`src/rtl/adder_pkg.sv`:
```
// Shared types and sizing helpers for the multi-cycle carry-lookahead adder.
package adder_pkg;

  typedef enum logic [1:0] {
    IDLE = 2'd0,
    RUN  = 2'd1,
    DONE = 2'd2
  } state_t;

  function automatic int nchunk_f(input int width, input int chunk);
    return width / chunk;
  endfunction

  // Index width never drops below 1 so a single-chunk build still has a k register.
  function automatic int idx_w_f(input int nchunk);
    return (nchunk > 1) ? $clog2(nchunk) : 1;
  endfunction

endpackage

```
`src/rtl/cla_slice.sv`:
```
// Combinational CHUNK-bit carry-lookahead slice with fully flattened carry terms.
module cla_slice #(
  parameter int CHUNK = 4
) (
  input  logic [CHUNK-1:0] a,
  input  logic [CHUNK-1:0] b,
  input  logic             c_in,
  output logic [CHUNK-1:0] s,
  output logic             c_out
);

  logic [CHUNK-1:0] g;
  logic [CHUNK-1:0] p;
  logic [CHUNK:0]   c;

  assign g = a & b;
  assign p = a ^ b;

  // Carry into bit i+1 is the OR of every generate (or c_in) propagated up to bit i.
  always_comb begin
    logic term;
    logic cy;
    c    = '0;
    term = 1'b0;
    cy   = 1'b0;
    c[0] = c_in;
    for (int i = 0; i < CHUNK; i++) begin
      term = c_in;
      for (int j = 0; j <= i; j++) term = term & p[j];
      cy = term;
      for (int j = 0; j <= i; j++) begin
        term = g[j];
        for (int m = j + 1; m <= i; m++) term = term & p[m];
        cy = cy | term;
      end
      c[i+1] = cy;
    end
  end

  assign s     = p ^ c[CHUNK-1:0];
  assign c_out = c[CHUNK];

endmodule

```
`src/rtl/seq_cla_adder.sv`:
```
// Multi-cycle adder/subtractor: one shared CLA slice walks the operands CHUNK bits
// per cycle with the carry registered between slices; valid/ready on both sides.
//
//   state | meaning
//   IDLE  | waiting for operands, in_ready high
//   RUN   | adding chunk k each cycle, carry held in carry_q
//   DONE  | result held, out_valid high until out_ready
module seq_cla_adder
  import adder_pkg::*;
#(
  parameter int WIDTH = 32,
  parameter int CHUNK = 4
) (
  input  logic             clk,
  input  logic             rst,
  input  logic             in_valid,
  output logic             in_ready,
  input  logic [WIDTH-1:0] a,
  input  logic [WIDTH-1:0] b,
  input  logic             cin,
  input  logic             sub,
  output logic             out_valid,
  input  logic             out_ready,
  output logic [WIDTH-1:0] sum,
  output logic             cout,
  output logic             overflow
);

  localparam int NCHUNK = nchunk_f(WIDTH, CHUNK);
  localparam int KW     = idx_w_f(NCHUNK);

  if (CHUNK < 1 || WIDTH < CHUNK || (WIDTH % CHUNK) != 0) begin : g_bad_params
    $error("seq_cla_adder: WIDTH must be a non-zero multiple of CHUNK");
  end

  state_t            state, state_nxt;
  logic [KW-1:0]     k;
  logic [WIDTH-1:0]  a_q, b_q, sum_q;
  logic              carry_q, cout_q, ovf_q;
  logic [CHUNK-1:0]  slice_s;
  logic              slice_c;
  logic              last;
  logic              accept;

  assign last   = (k == KW'(NCHUNK - 1));
  assign accept = (state == IDLE) && in_valid;

  cla_slice #(.CHUNK(CHUNK)) u_slice (
    .a     (a_q[k*CHUNK +: CHUNK]),
    .b     (b_q[k*CHUNK +: CHUNK]),
    .c_in  (carry_q),
    .s     (slice_s),
    .c_out (slice_c)
  );

  always_ff @(posedge clk) begin
    if (rst) state <= IDLE;
    else     state <= state_nxt;
  end

  always_comb begin
    state_nxt = state;
    in_ready  = 1'b0;
    out_valid = 1'b0;
    unique case (state)
      IDLE: begin
        in_ready = 1'b1;
        if (in_valid) state_nxt = RUN;
      end
      RUN:  if (last) state_nxt = DONE;
      DONE: begin
        out_valid = 1'b1;
        if (out_ready) state_nxt = IDLE;
      end
      default: state_nxt = IDLE;
    endcase
  end

  always_ff @(posedge clk) begin
    if (rst) begin
      k       <= '0;
      a_q     <= '0;
      b_q     <= '0;
      carry_q <= 1'b0;
      sum_q   <= '0;
      cout_q  <= 1'b0;
      ovf_q   <= 1'b0;
    end else if (accept) begin
      k       <= '0;
      a_q     <= a;
      b_q     <= sub ? ~b : b;
      carry_q <= sub ? 1'b1 : cin;
    end else if (state == RUN) begin
      sum_q[k*CHUNK +: CHUNK] <= slice_s;
      carry_q                 <= slice_c;
      k                       <= k + KW'(1);
      if (last) begin
        cout_q <= slice_c;
        ovf_q  <= slice_s[CHUNK-1] ^ a_q[WIDTH-1] ^ b_q[WIDTH-1] ^ slice_c;
      end
    end
  end

  assign sum      = sum_q;
  assign cout     = cout_q;
  assign overflow = ovf_q;

endmodule

```
`config.mk`:
```
export PLATFORM = sky130hd
export DESIGN_NAME = seq_cla_adder
export DESIGN_NICKNAME = d
export VERILOG_FILES = /design/src/rtl/adder_pkg.sv /design/src/rtl/cla_slice.sv /design/src/rtl/seq_cla_adder.sv
export SDC_FILE = /design/constraint.sdc
export NUM_CORES = 1
export LEC_CHECK = 0
export ABC_AREA = 1
export CAP_MARGIN = 25
export CELL_PAD_IN_SITES_DETAIL_PLACEMENT = 1
export CELL_PAD_IN_SITES_GLOBAL_PLACEMENT = 2
export CORE_ASPECT_RATIO = 1.2
export CORE_MARGIN = 2
export CORE_UTILIZATION = 29
export CTS_CLUSTER_DIAMETER = 120
export CTS_CLUSTER_SIZE = 20
export DETAILED_ROUTE_END_ITERATION = 8
export GPL_ROUTABILITY_DRIVEN = 0
export PLACE_DENSITY_LB_ADDON = 0.1
export SLEW_MARGIN = 20
export SYNTH_ARGS = -nofsm -noshare
export SYNTH_HDL_FRONTEND = slang
export SYNTH_SLANG_ARGS = --single-unit
```
`constraint.sdc`:
```
create_clock -name clk -period 2.66 [get_ports clk]
set_input_delay 0.399 -clock clk [delete_from_list [all_inputs] [get_ports clk]]
set_output_delay 0.399 -clock clk [all_outputs]
set_load 0.005 [all_outputs]
```
* Word level (Yosys, flattened, before mapping)
Cells that the tools add are included.
Word-level totals: output and inout bits 36, input port bits 70, word-level logic and storage cells 66, bits in registers 104
Cells by class: equal/unequal tests 6, reduce and logical (&&, ||, !) cells 7, bitwise operators 28, multiplexer cells 11, $add $sub $neg 2, shift-type cells 4
Operator list (count):
- $shiftx 32x6->4 | 2
- $neg 5->34 | 1
- $shift 4x34->32 const A | 1
- $shiftx 4x34->32 | 1
- $bwmux 32 | 1
- $mux 32 | 1
- $not 32->32 | 1
- $and 1x1->1 | 10
- $or 1x1->1 | 10
- $xor 4x4->4 | 2
- $mux 2 | 3
- $ne 2x2->1 const B | 3
- $pmux 2 s3 | 1
- $reduce_and 3->1 | 2
- $mux 1 | 5
- $and 4x4->4 | 1
- $add 3x1->3 const B | 1
- $eq 3x3->1 const B | 1
- $xor 1x1->1 | 3
- $eq 2x1->1 const B | 1
- $eq 2x2->1 const B | 1
- $logic_not 2->1 | 1
- $reduce_and 2->1 | 1
- $reduce_bool 2->1 | 1
- other kinds (3) | 3

* Logic depth before layout (Yosys ltp)
Gate-level depths: netlist of run 1.
word-level depth 12, depth in mapped cells 19, gate-level depth less buffers 18

* Hierarchy
A second synthesis of run 1 with hierarchy kept.
Unflattened totals: cell total of the unflattened synthesis 688, area, all modules 5009.8 µm²
By module, submodules not included:
- seq_cla_adder | cells each 663, area each 4833.4 µm², sequential area each 2082.0 µm², times used 1
- cla_slice | cells each 25, area each 176.4 µm², sequential area each 0.0 µm², times used 1

* Worst setup path before layout of run 1
No wires, ideal clock.
path kind register -> register, start point reg k[0], end point reg sum_q[11], in the netlist sum[11], required time 2.590 ns, library setup time 0.070 ns, stages on the path, launching flop included 15, path slack 0.269 ns, arrival 2.321 ns, clock period less this slack 2.391 ns, cells stage by stage dfxtp_1 > buf_2 > buf_1 > a21oi_1 > o21ai_0 > a31oi_1 > ha_1 > nand2_1 > nand3_1 > nand2_1 > nand3_1 > nand2_1 > nor2_1 > nand3_1 > a21oi_1
Between the ends: longest elaborated chain between the ends 11, elaborated cells on any way between the ends 21, classes of those cells 1 x add/sub; 4 x shift; 1 x mux; 15 x bitwise
RTL lines:
- from (decl) | RTL line seq_cla_adder.sv:37 | logic [KW-1:0] k;
- from (signal assigned) | RTL line seq_cla_adder.sv:96 | k <= k + KW'(1);
- $shiftx 32x6->4, on equally long branches | RTL line seq_cla_adder.sv:49, seq_cla_adder.sv:50
- $xor 4x4->4 | RTL line cla_slice.sv:17 | assign p = a ^ b;
- $and 1x1->1 (3 in series) | RTL line cla_slice.sv:29 | for (int j = 0; j <= i; j++) term = term & p[j];
- $or 1x1->1 (3 in series) | RTL line cla_slice.sv:34 | cy = cy | term;
- $xor 4x4->4 | RTL line cla_slice.sv:40 | assign s = p ^ c[CHUNK-1:0];
- $shiftx 4x34->32 | RTL line seq_cla_adder.sv:94 | sum_q[k*CHUNK +: CHUNK] <= slice_s;
- $bwmux 32 (*) | RTL line seq_cla_adder.sv:94
- to (signal, indexed assignment) | RTL line seq_cla_adder.sv:94
- to (decl) | RTL line seq_cla_adder.sv:38 | logic [WIDTH-1:0] a_q, b_q, sum_q;
Mark *: on every way between the ends. The rest lies on a longest branch, timed or not. A chain may end at the register's enable or synchronous reset.

* Worst setup path after layout of run 1
start point reg k[0], end point reg sum_q[2], in the netlist sum[2]
Same word-level chain as after synthesis.

==> results of run 1 <==
==> metrics by stage <==
step	hold slack (ns)	util, %	instance area [um2]
after floorplan	0.430	-	4930
after global placement	0.447	37.4	6270
after detailed placement	0.454	37.4	6270
after CTS	0.464	39.1	6570
after global routing	0.493	39.6	6650
final	0.465	39.6	6650
==> critical path, stage by stage (launching register included) <==
cell and delay (ns):
dfxtp_4 0.36, inv_4 0.07, buf_4 0.17, buf_4 0.21
ha_1 0.18, ha_1 0.34, inv_2 0.12, nor4_4 0.52
inv_1 0.08, o21ai_1 0.24, nor2_1 0.06
==> flip-flops by register name, summed over array words and instances, names as in the netlist <==
register  count
state         2
sum          32
b_q          32
cout          1
carry_q       1
k             3
a_q          32
overflow      1
==> repair_timing <==
| item | in CTS | in global routing |
|---|---|---|
| setup endpoints to repair | 12 | 27 |
| cloned | 0 | 0 |
| setup buffers | 0 | 4 |
| gates resized for setup | 2 | 17 |
| pin swaps | 0 | 5 |
==> synth_stat cells (2+ instances only) <==
cell type	n	area, um2
inv_1	44	165
o21ai_1	24	120
nand2_1	38	143
nor3_4	2	32.5
buf_1	4	15.0
clkbuf_1	20	75.1
ha_1	12	150
o21ai_0	91	455
xnor2_1	25	219
buf_2	14	70.1
a211oi_2	7	87.6
nand4_1	3	18.8
nor4_4	4	85.1
nand2_2	2	12.5
a21oi_1	58	290
nand3_1	22	110
dfxtp_1	104	2080
inv_2	7	26.3
a31oi_1	7	43.8
o22ai_1	13	81.3
nor2_1	111	417
nor2_2	2	12.5
xor2_1	10	87.6
==> cell usage in the layout (no fill, tap or decap), types with 3 or more instances in the layout <==
cell type / count
dfxtp_1: 102
a21oi_1: 58
o21ai_1: 24
nor2_2: 5
clkdlybuf4s50_1: 104
nand4_1: 3
nor4_4: 4
nand2_1: 38
a31oi_1: 6
xnor2_1: 25
inv_1: 43
clkinvlp_4: 3
o21ai_0: 90
xor2_1: 10
nor2_1: 108
inv_2: 7
ha_1: 11
a211oi_2: 7
clkbuf_16: 9
buf_4: 24
o22ai_1: 12
nand3_1: 21
buf_6: 4
==> how the worst max path moves through the flow <==
stage	endpoint	slack, ns	cells after the start
global placement	sum[29]	0.03	12
detailed placement	sum[29]	-0.07	12
CTS	sum[29]	0.03	12
global route	overflow	-0.009	18
finish	sum[2]	0.18	10
floorplan	sum[11]	0.27	14
==> where the power goes <==
group          switching (uW)  leakage, uW  internal, uW  total (uW)
Clock                     603     0.000132           729        1330
Sequential               53.2     0.000854          1650        1710
Combinational             418      0.00155           344         762
==> metal layers <==
layer	global-route usage (%)	routed length, um	vias up
met4	5.74	244	0
met5	0	0	-
met2	29.7	7600	64
met1	20.1	6260	2098
met3	2.14	327	13
li1	-	-	2328
==> final cells by class <==
| class | instances | area, um2 |
|---|---|---|
| fill | 2023 | 10100 |
| multi-input combinational | 441 | 2510 |
| sequential | 104 | 2090 |
| timing repair buffer | 134 | 1290 |
| tap | 216 | 270 |
| clock buffer | 11 | 233 |
| inverter | 52 | 203 |
| clock inverter | 5 | 57.6 |
==> kinds of logic after synthesis <==
| family | after synthesis | share of synthesized area [%] |
|---|---|---|
| adders and majority gates | 13 | 3.45 |
| buffers and inverters | 92 | 7.63 |
| DFF | 104 | 42.2 |
| AOI/OAI and AO/OA | 203 | 22.3 |
| and+or+nand+nor | 190 | 18.2 |
| xor gates and xnor gates | 35 | 6.21 |
==> impl_metrics.toml, run 1 <==
[sta]
setup_viol = 0
skew_ns = 0.00775
period_minus_slack_ns = 2.48
tns_ns = 0
fmax_mhz = 404
slew_headroom_pct = 63.8
worstMarginPinSlew_ns = 0.542
slew_viol_final = 0
fin_crit_sh_pct = 93.1
hold_viol = 0
setup_ws_ns = 0.185

[synthesis]
ys_types = 36
synth_seq_area_share_pct = 42.2
synth_warnings = 0
synthCells = 637
synthesis.nets = 720
syn_area_um2 = 4930
ys_ff_latch = 104
synth_ff_type = "dfxtp_1"
synth_edf_count = 0
avgSynthCellArea_um2 = 7.74
synth-async-reset-ratio_pct = 0

[detailed_routing]
ant_nets = 0
post-route-drc-count = 0
route.detailed.wl_per_inst_um = 15.0
vias = 4503
drtIter0Drc = 157
via_per_inst = 4.68
drt-pass1-iter-count = 4
routed_wl_mm = 14.4

[floorplan]
core_region_area_um2 = 16800
pin_count = 106
die_h_um = 147
dieArea_um2 = 18100
initial_utilization_pct = 29.4
die_w_um = 123
rows = 52

[clock_tree]
clockBufferDepth = 2
cts_sinks = 104
insertion_delay_ns = 0.36
htreeDepth = 3
root_buffer = "clkbuf_16"
cts.hold.buffers_added = 0
path_clk_slew_ns = 0.07
cts_tree = "built"
cts_made_buffers = 9

[placed_design]
place_ws_ns = -0.0729
dp_hpwl_mm = 11.1
placedCellCount = 943
port_buffers = 105

[grt]
grt_pass1_vias = 4656
grt_pass1_wl_mm = 23.6
grt_max_degree = 47
antenna_found_initial = 0
grt-ovfl-total = 0
grt_usage_pct = 16.6

[final_layout]
antennaDiodeCount = 0
final_cells = 963
syn_to_final_growth_pct = 34.8
drive_above_1_share_pct = 11.4
nNetsFinal = 825

[critical_path]
worstSetupStartpointType = "flop"
critPathKind = "reg2reg"
cp.arrival_ns = 2.72
r2r_end = "sum[2]"
r2r_start = "k[0]"
critPathLaunch = "k[0]"
r2r_slack_ns = 0.18
crit_required_ns = 2.90
rr_worst_depth = 10
worstPathMaxFanout = 11
cp-end-kind = "flop"

[hold_path]
min_from = "b_q[7]"
min_path_cells = 2
hp-class = "reg2reg"
hold_end = "b_q[7]"

[run_status]
status = "completed"

[power_and_ir_drop]
ir_worst_vdd_mv = 0.241
totalPowerFinal_uw = 3800
p_leak_uw = 0.00254
powerDensity_nw_per_um2 = 572

[run]
maxCapViolCount = 0
(Power assumes the default switching activity.)
==> inputs of run 2 (changes only) <==
- MAX_ROUTING_LAYER: default -> met4
- clock period: 2.66 -> 2.8 ns (I/O delays scaled with it)
==> run 2 against run 1 <==
- register-to-register slack gained 0.04 ns
- combinational power shrank 8.3%
- wire length grew 0.24%
- hold slack lost 0.0014 ns
- largest cell class unchanged
- via count shrank 0.13%
- sequential power shrank 5%
- largest power group unchanged
- sequential cell count is the same
- cell area shrank 0.81%
- critical path type unchanged
==> impl_metrics.toml, run 2 (same netlist as run 1, synthesis figures left out) <==
[grt]
use_met1_pct = 21.1
grt-busiest-layer = "met2"
grt_usage_pct = 17.4
grt_pass1_vias = 4722
antenna_found_initial = 0
grt-ovfl-total = 0
met2_usage_pct = 29.8
grt_util_met3_pct = 1.90
grt_pass1_wl_mm = 24.0
grt_max_degree = 47

[power_and_ir_drop]
clock_power_share_pct = 39.0
p_switching_uw = 1030
swShare_pct = 27.1
ir_worst_vdd_mv = 0.291
p_seq_share_pct = 42.6
powerDensity_nw_per_um2 = 578
pwr-share-comb_pct = 18.4
power.internal_uw = 2780
totalPowerFinal_uw = 3810
p_leak_uw = 0.00251

[placed_design]
placedCellCount = 936
port_buffers = 105
dp_hpwl_mm = 11.1

[sta]
skew_ns = 0.0108
whs_ns = 0.464
tns_ns = 0
hold_viol = 0
slew_viol_final = 0
fmax_mhz = 388
slew_headroom_pct = 61.5
period_minus_slack_ns = 2.57
worstMarginPinSlew_ns = 0.577
fin_crit_sh_pct = 92.0
setup_viol = 0

[critical_path]
cp-endpoint = "sum[25]"
cp.arrival_ns = 2.87
r2r_start = "k[0]"
critPathKind = "reg2reg"
crit_required_ns = 3.09
r2r_end = "sum[25]"
r2r_slack_ns = 0.23
critPathLaunch = "k[0]"
worstPathMaxFanout = 14
worstSetupStartpointType = "flop"
rr_worst_depth = 13
cp-end-kind = "flop"

[clock_tree]
cts.hold.buffers_added = 0
clockBufferDepth = 2
cts_made_buffers = 9
path_clk_slew_ns = 0.08
cts_sinks = 104
insertion_delay_ns = 0.36
htreeDepth = 3
root_buffer = "clkbuf_16"
cts_tree = "built"

[floorplan]
die_h_um = 147
initial_utilization_pct = 29.4
die_w_um = 123
dieArea_um2 = 18100
core_region_area_um2 = 16800
pin_count = 106
rows = 52

[final_layout]
final_cells = 952
final_cell_mix = "nor2_1 (108), clkdlybuf4s50_1 (104), dfxtp_1 (103)"
syn_to_final_growth_pct = 33.7
final_core_util_pct = 39.3
seqCellArea_um2 = 2080
final_common_cell = "nor2_1"
nNetsFinal = 814
fillers = 2054
multi_input_area_um2 = 2490
drive_above_1_share_pct = 9.65
antennaDiodeCount = 0

[hold_path]
hp-class = "reg2reg"

[detailed_routing]
vias = 4497
via_per_inst = 4.72
route.detailed.wl_per_inst_um = 15.2
post-route-drc-count = 0
drtIter0Drc = 172
routed_wl_mm = 14.5
drt-pass1-iter-count = 4
ant_nets = 0

[run_status]
status = "completed"

[run]
maxCapViolCount = 0
## run 2: cell types whose count changed in the layout (fill, tap and decap cells not counted), sizes merged
cell | before | now
buf | 30 | 19
clkinvlp | 3 | 1
bufinv | 1 | 3
inv | 52 | 53
clkbuf | 11 | 10
## run 2: area by class of cell
class / count / area share (%)
clock inverter: 6 / 1.75
tap: 216 / 4.10
clock buffer: 10 / 3.62
sequential: 104 / 31.6
multi-input combinational: 441 / 37.8
inverter: 52 / 3.00
timing repair buffer: 123 / 18.2
## run 2: critical path, stage by stage (launching register included)
cell and delay, ns:
dfxtp_2 0.38, inv_2 0.07, buf_4 0.18, a21oi_1 0.15, o21ai_1 0.08, nand2_1 0.07
nor2_1 0.04, a31oi_1 0.24, ha_1 0.33, xor2_1 0.20, or2_2 0.33, nor2_1 0.17
nand2_1 0.11, a21oi_1 0.15
## run 2: stage by stage
step / worst slack [ns] / area, um2
after floorplan: 0.409 / 4930
after global placement: 0.115 / 6210
after detailed placement: 0.0485 / 6210
after CTS: 0.0206 / 6560
after global routing: -0.00171 / 6600
final: 0.225 / 6600
## run 2: worst min-delay path by stage
stage,start,to,slack (ns),depth (start not counted)
6_report,b_q[4],b_q[4],0.46,2
3_3_place_gp,b_q[8],b_q[8],0.45,2
2_1_floorplan,b_q[20],b_q[20],0.43,2
3_5_place_dp,b_q[8],b_q[8],0.45,2
4_1_cts,b_q[8],b_q[8],0.46,2
5_1_grt,b_q[20],b_q[20],0.49,2
## run 2: layer usage
layer	wire length (um)	up-vias
met3	387	14
met1	6470	2100
met2	7390	70
met5	0	-
met4	215	0
li1	-	2313
## run 2: what timing repair did
action | in CTS | in global routing
setup endpoints to repair | 0 | 24
buffers inserted | 0 | 0
gates resized for setup | 0 | 11
## run 2: power by group through the flow
stage / clock, uW / combinational, uW / sequential, uW
4_1_cts: 1530 / 703 / 1630
3_5_place_dp: 0 / 699 / 1660
6_report: 1490 / 699 / 1630
2_1_floorplan: 0 / 433 / 1640
3_3_place_gp: 0 / 686 / 1660
5_1_grt: 1590 / 791 / 1640
==> inputs of run 3 (changes only) <==
- CORE_MARGIN: 2 -> default
==> run 3 against run 2 <==
- cell area shrank 1.6%
- global-route usage grew 0.098 points
- register-to-register slack lost 0.04 ns
- critical endpoint unchanged
- largest cell class unchanged
- largest power group unchanged
==> impl_metrics.toml, run 3 (same netlist as run 1, synthesis figures left out) <==
[grt]
grt-ovfl-total = 0
grt_pass1_vias = 4451
antenna_found_initial = 0
grt_usage_pct = 17.5
grt_pass1_wl_mm = 23.0
grt_max_degree = 47

[clock_tree]
htreeDepth = 3
clockBufferDepth = 2
root_buffer = "clkbuf_16"
cts.hold.buffers_added = 0
path_clk_slew_ns = 0.07
cts_tree = "built"
cts_sinks = 104
cts_made_buffers = 9
insertion_delay_ns = 0.36

[sta]
worstMarginPinSlew_ns = 0.846
slew_headroom_pct = 43.6
slew_viol_final = 0
rsz0062_at_grt = "no"
fmax_mhz = 382
setup_ws_ns = 0.181
setup_viol = 0
fin_crit_sh_pct = 93.5
period_minus_slack_ns = 2.62
skew_ns = 0.00694
whs_ns = 0.461
hold_viol = 0
tns_ns = 0

[placed_design]
place_ws_ns = 0.0694
port_buffers = 105
dp_hpwl_mm = 10.9

[detailed_routing]
via_per_inst = 4.74
post-route-drc-count = 0
drtIter0Drc = 150
routed_wl_mm = 14.1
ant_nets = 0
vias = 4470
drt-pass1-iter-count = 4
route.detailed.wl_per_inst_um = 14.9

[final_layout]
drive_above_1_share_pct = 9.03
syn_to_final_growth_pct = 31.5
final_common_cell = "nor2_1"
nNetsFinal = 810
final_core_util_pct = 39.4
final_cell_mix = "nor2_1 (107), clkdlybuf4s50_1 (104), dfxtp_1 (103)"
antennaDiodeCount = 0

[critical_path]
crit_required_ns = 3.09
cp-end-kind = "flop"
crit_chain = "inv_2 > buf_12 > nor2_1 > o22ai_1 > inv_1 > o21ai_1 > inv_1 > fa_1 > xor2_1 > or2_2 > nor2_2 > nand2_1 > a21oi_1"
cp.arrival_ns = 2.91
critPathKind = "reg2reg"
slowest_stage = "fa_1"
cpPeakStageDelay_ns = 0.42
worstPathMaxFanout = 34
worstSetupStartpointType = "flop"
path_common_cell = "inv_1"

[power_and_ir_drop]
ir_worst_vdd_mv = 0.269
powerDensity_nw_per_um2 = 537
p_leak_uw = 0.00244

[run_status]
status = "completed"

[floorplan]
rows = 51
dieArea_um2 = 17500
die_h_um = 145
initial_utilization_pct = 30.0
core_region_area_um2 = 16500
pin_count = 106
die_w_um = 121

[hold_path]
hp-class = "reg2reg"

[run]
maxCapViolCount = 0
[run 3: worst paths after layout]
kind,slack [ns],endpoint,cells past startpoint,startpoint
max reg2reg,0.18,sum[25],13,k[0]
max,0.18,sum[25],13,k[0]
min,0.46,b_q[4],2,b_q[4]
min reg2reg,0.46,b_q[4],2,b_q[4]
[run 3: through the flow]
stage | instances | area, um2 | power, uW
finish | 943 | 6490 | 3490
global placement | 928 | 6200 | 2350
global route | 943 | 6490 | 3680
floorplan | 637 | 4930 | 2070
CTS | 943 | 6460 | 3530
detailed placement | 928 | 6200 | 2370
[run 3: final cells by class]
| type | count | area, um2 |
|---|---|---|
| fillers | 2023 | 9970 |
| multi-input cells | 441 | 2500 |
| flip-flops and latches | 104 | 2080 |
| repair buffers | 119 | 1180 |
| well taps | 212 | 265 |
| clock buffers | 10 | 229 |
| inverters | 52 | 198 |
| clock inverters | 5 | 35.0 |
[run 3: power breakdown]
part | switching [uW] | internal (uW) | total [uW]
clock network | 563 | 597 | 1160
registers | 51.9 | 1570 | 1620
logic | 400 | 304 | 704
total | 1010 | 2470 | 3490
[run 3: worst max-delay path: cells and delay by family, from the launching register on]
family          cells  cell delay (ns)
compound gates      3             0.49
simple gates        4             0.62
flops               1             0.34
fa+ha+maj           1             0.42
buf+inv             4             0.46
xor+xnor            1             0.21
[run 3: layer usage]
metal,track usage (%),routed length (um)
met3,2.27,359
met5,-,0
met1,21.1,6420
met2,29.7,7040
met4,6.76,273
[run 3: repair_timing]
action	4_1_cts	5_1_grt
resized for setup	0	9
endpoints found under the hold margin	0	0
setup endpoints to repair	0	17
setup buffers	0	0
==> variant 1, RTL diff (settings of run 3) <==
Change the parameter `WIDTH` from 32 to 24.
--- a/src/rtl/seq_cla_adder.sv
+++ b/src/rtl/seq_cla_adder.sv
@@ -9,5 +9,5 @@
   import adder_pkg::*;
 #(
-  parameter int WIDTH = 32,
+  parameter int WIDTH = 24,
   parameter int CHUNK = 4
 ) (
Ports: changed (resized a, b and sum); port bits go from 106 to 82. No check against the original RTL was run, so the function may have changed too.
==> variant 1 against run 3 <==
Die area fell by 22%; design area fell by 19%; total power fell by 10%; final cell count fell by 20%; sequential cell count fell by 24; fmax rose by 1.7%; area after synthesis fell by 23%; worst setup slack improved by 45 ps; clock power rose by 10%; wire length fell by 22%; sequential share of layout area fell by 1.7 points; critical path type unchanged; largest cell class unchanged; largest power group is now the clock network.
==> variant 1: results <==
[synthesis]
synth_nets = 559
synth-seq-area-share_pct = 41.93
syn_avg_cell_area_um2 = 7.748
ys_types = 38
synth-compound-area-share_pct = 19.00
yosys-top-cells-count = "83 x nor2_1, 82 x o21ai_0, 80 x dfxtp_1"
synth_fa_ha_area_share_pct = 4.127
synth_area_leaders = "dfxtp_1 42%, o21ai_0 11%, nor2_1 8.2%"
synth_xor_area_share_pct = 5.961
synth.top_cell.area_share_pct = 41.93

[timing]
hold_ws_ps = 463.2
skew_ps = 7.499
slew_headroom_pct = 49.82
fin_crit_sh_pct = 91.94
finalHoldViolCount = 0

[global_route]
grt_pass1_wl_um = 17870
grt_max_degree = 30
use_met2_pct = 29.75
grtUsageTotal_pct = 17.49
grt_use_met1_pct = 20.60
grtUsageMet3_pct = 3.101

[layout]
buffers = 105
multiInputGateArea_um2 = 2003
seqAreaFraction_pct = 30.39
multi_input_gates = 354
num-nonclk-inverters = 32
layout-drive-gt1-share_pct = 11.09
final_area_um2 = 5274
n_clock_buffer = 12
layout.nonclk_buf_share_pct = 19.26

[place]
port-buffer-count = 81
placed_area_um2 = 4927
dp.cells = 735
dpl.hpwl_um = 8538

[clock_tree]
cts.clk_slew.worst_paths_ps = 60
cts_buffers = 9
clock_latency_ps = 340
cts_sinks = 80
cts_max_level = 3

[setup_path]
cpPeakStageDelay_ps = 350
worstRegToRegCells = 16
r2r_slack_ps = 230
slowest_stage = "dfxtp_1"
crit_fanout = 5
path_buf_inv = 3

[detailed_routing]
totalWireLength_um = 10950
drtIter0Drc = 82
vias = 3573
wl_met1_um = 4967
met2_wirelength_um = 5495
met3_length_um = 315
wl_per_cell_um = 14.60

[pwr]
p_leak_nw = 2.033
vdd_drop_max_mv = 0.2323
pwr-share-clk_pct = 40.9
p_int_mw = 2.297
p_comb_mw = 0.592
p_total_mw = 3.124

[die]
taps = 164

[status]
outcome = "complete, no violations"
==> variant 1: cell types whose count changed after synthesis, sizes merged, moves of 9 or more <==
cell	before	now
nor2	114	87
buf	20	11
nand3	23	33
dfxtp	104	80
a21oi	58	29
inv	52	32
o21ai	115	82
==> variant 1: worst paths after layout <==
| kind | start | end |
|---|---|---|
| setup / recovery | k[2]$_SDFFE_PP0P_ | sum[22]$_SDFFE_PP0P_ |
| hold / removal | sum[12]$_SDFFE_PP0P_ | sum[12]$_SDFFE_PP0P_ |
| setup reg to reg | k[2]$_SDFFE_PP0P_ | sum[22]$_SDFFE_PP0P_ |
| hold reg to reg | sum[12]$_SDFFE_PP0P_ | sum[12]$_SDFFE_PP0P_ |
==> variant 1: timing repair <==
item | in CTS | in global routing
endpoints found under the hold margin | 0 | 0
resized for setup | 0 | 8
hold buffers | 0 | 0
endpoints found under the setup margin | 0 | 10
==> variant 2, RTL diff (flow settings as in run 3) <==
Made on the original files. Put one more register stage on the output `overflow`, with the module's reset. The value now appears one clock later. The other outputs are not delayed to match.
--- a/src/rtl/seq_cla_adder.sv
+++ b/src/rtl/seq_cla_adder.sv
@@ -104,5 +104,11 @@
   assign sum      = sum_q;
   assign cout     = cout_q;
-  assign overflow = ovf_q;
+  always_ff @(posedge clk) begin
+    if (rst) begin
+      overflow <= '0;
+    end else begin
+      overflow <= ovf_q;
+    end
+  end
 
 endmodule
Behaviour: not the same (Yosys sat finds a counterexample within 10 cycles, from zero or initial values and one cycle with rst high).
==> variant 2 against run 3 <==
Sequential cell count increased by 1; clock power increased by 10%; worst setup slack improved by 44 ps; area after synthesis decreased by 0.38%; design area increased by 2.0%; critical path depth increased by 2; total power increased by 5.0%; wire length increased by 7.2%; critical path type unchanged.
==> variant 2: results <==
[status]
outcome = "complete, no violations"

[global_route]
grtUsageTotal_pct = 18.63
grt_pass1_vias = 4680
use_met2_pct = 32.93
grt_pass1_wl_um = 24080
grt_max_degree = 40
grt_use_met1_pct = 20.98

[setup_path]
r2r_slack_ps = 230
worstRegToRegCells = 15
crit_fanout = 16
worstPathArrival_ps = 2850
cpPeakStageDelay_ps = 340
slowest_stage = "dfxtp_2"
r2r-end = "sum[30]$_SDFFE_PP0P_"

[synthesis]
synth_xor_area_share_pct = 6.237
synth_nets = 721
synth-seq-area-share_pct = 42.77
ys_types = 35
synth_fa_ha_area_share_pct = 3.462
syn_avg_cell_area_um2 = 7.703
yosys-top-cells-count = "114 x nor2_1, 113 x o21ai_0, 105 x dfxtp_1"
synth_area_leaders = "dfxtp_1 43%, o21ai_0 12%, nor2_1 8.7%"

[layout]
stdcell_count = 958
nets = 824
fillers = 1976
layout-drive-gt1-share_pct = 9.383

[timing]
slew_headroom_pct = 57.07
hold_ws_ps = 435.9
skew_ps = 11.64

[place]
dpl.hpwl_um = 11600
dp.cells = 940
placed_area_um2 = 6247
dpl_worst_slack_ps = -83.70

[detailed_routing]
met3_length_um = 501
met2_wirelength_um = 7756
drtIter0Drc = 190
vias = 4621
wl_met1_um = 6626

[pwr]
p_leak_nw = 2.542
vdd_drop_max_mv = 0.2810

[worst_hold_path]
worstHoldPathType = "reg -> reg"
worstHoldStart = "ovf_q$_SDFFE_PP0P_"
hold_path_end = "overflow$_SDFF_PP0_"
-- variant 2: critical path, delay by kind of cell (launching register included) --
| kind | cells | cell delay, ps |
|---|---|---|
| simple gates | 7 | 700 |
| compound gates | 4 | 540 |
| flops | 1 | 340 |
| buf+inv | 2 | 330 |
| fa+ha+maj | 1 | 300 |
| xor+xnor | 1 | 290 |
-- variant 2: worst max path at each step --
stage                                 start                    to  slack, ps  cells after the start
after floorplan           k[0]$_SDFFE_PP0P_  sum[11]$_SDFFE_PP0P_        250                     15
after global placement    k[0]$_SDFFE_PP0P_   sum[6]$_SDFFE_PP0P_         30                     15
final                     k[0]$_SDFFE_PP0P_  sum[30]$_SDFFE_PP0P_        230                     15
after CTS                 k[0]$_SDFFE_PP0P_  sum[22]$_SDFFE_PP0P_          6                     15
after detailed placement  k[0]$_SDFFE_PP0P_  sum[22]$_SDFFE_PP0P_        -80                     14
after global routing      k[0]$_SDFFE_PP0P_   sum[9]$_SDFFE_PP0P_          9                     13
-- variant 2: area by class of cell --
cell class	count	area, µm²	area share, %
Multi-Input combinational cell	442	2475	37.40
Sequential cell	105	2105	31.80
Timing Repair Buffer	131	1270	19.19
Tap cell	212	265.3	4.008
Clock buffer	11	242.7	3.668
Inverter	52	205.2	3.101
Clock inverter	5	55.05	0.8319
-- variant 2: power breakdown --
part | switching [mW] | leakage, nW | internal, mW
Combinational | 0.413 | 1.54 | 0.320
Clock | 0.568 | 0.142 | 0.715
Sequential | 0.0592 | 0.862 | 1.59
Total | 1.04 | 2.54 | 2.62
-- variant 2: what timing repair did --
action,in CTS,in global routing
hold buffers,0,0
cloned,0,0
hold endpoints to repair,0,0
endpoints found under the setup margin,5,25
resized for setup,3,20
setup buffers,0,2
pin swaps,0,3
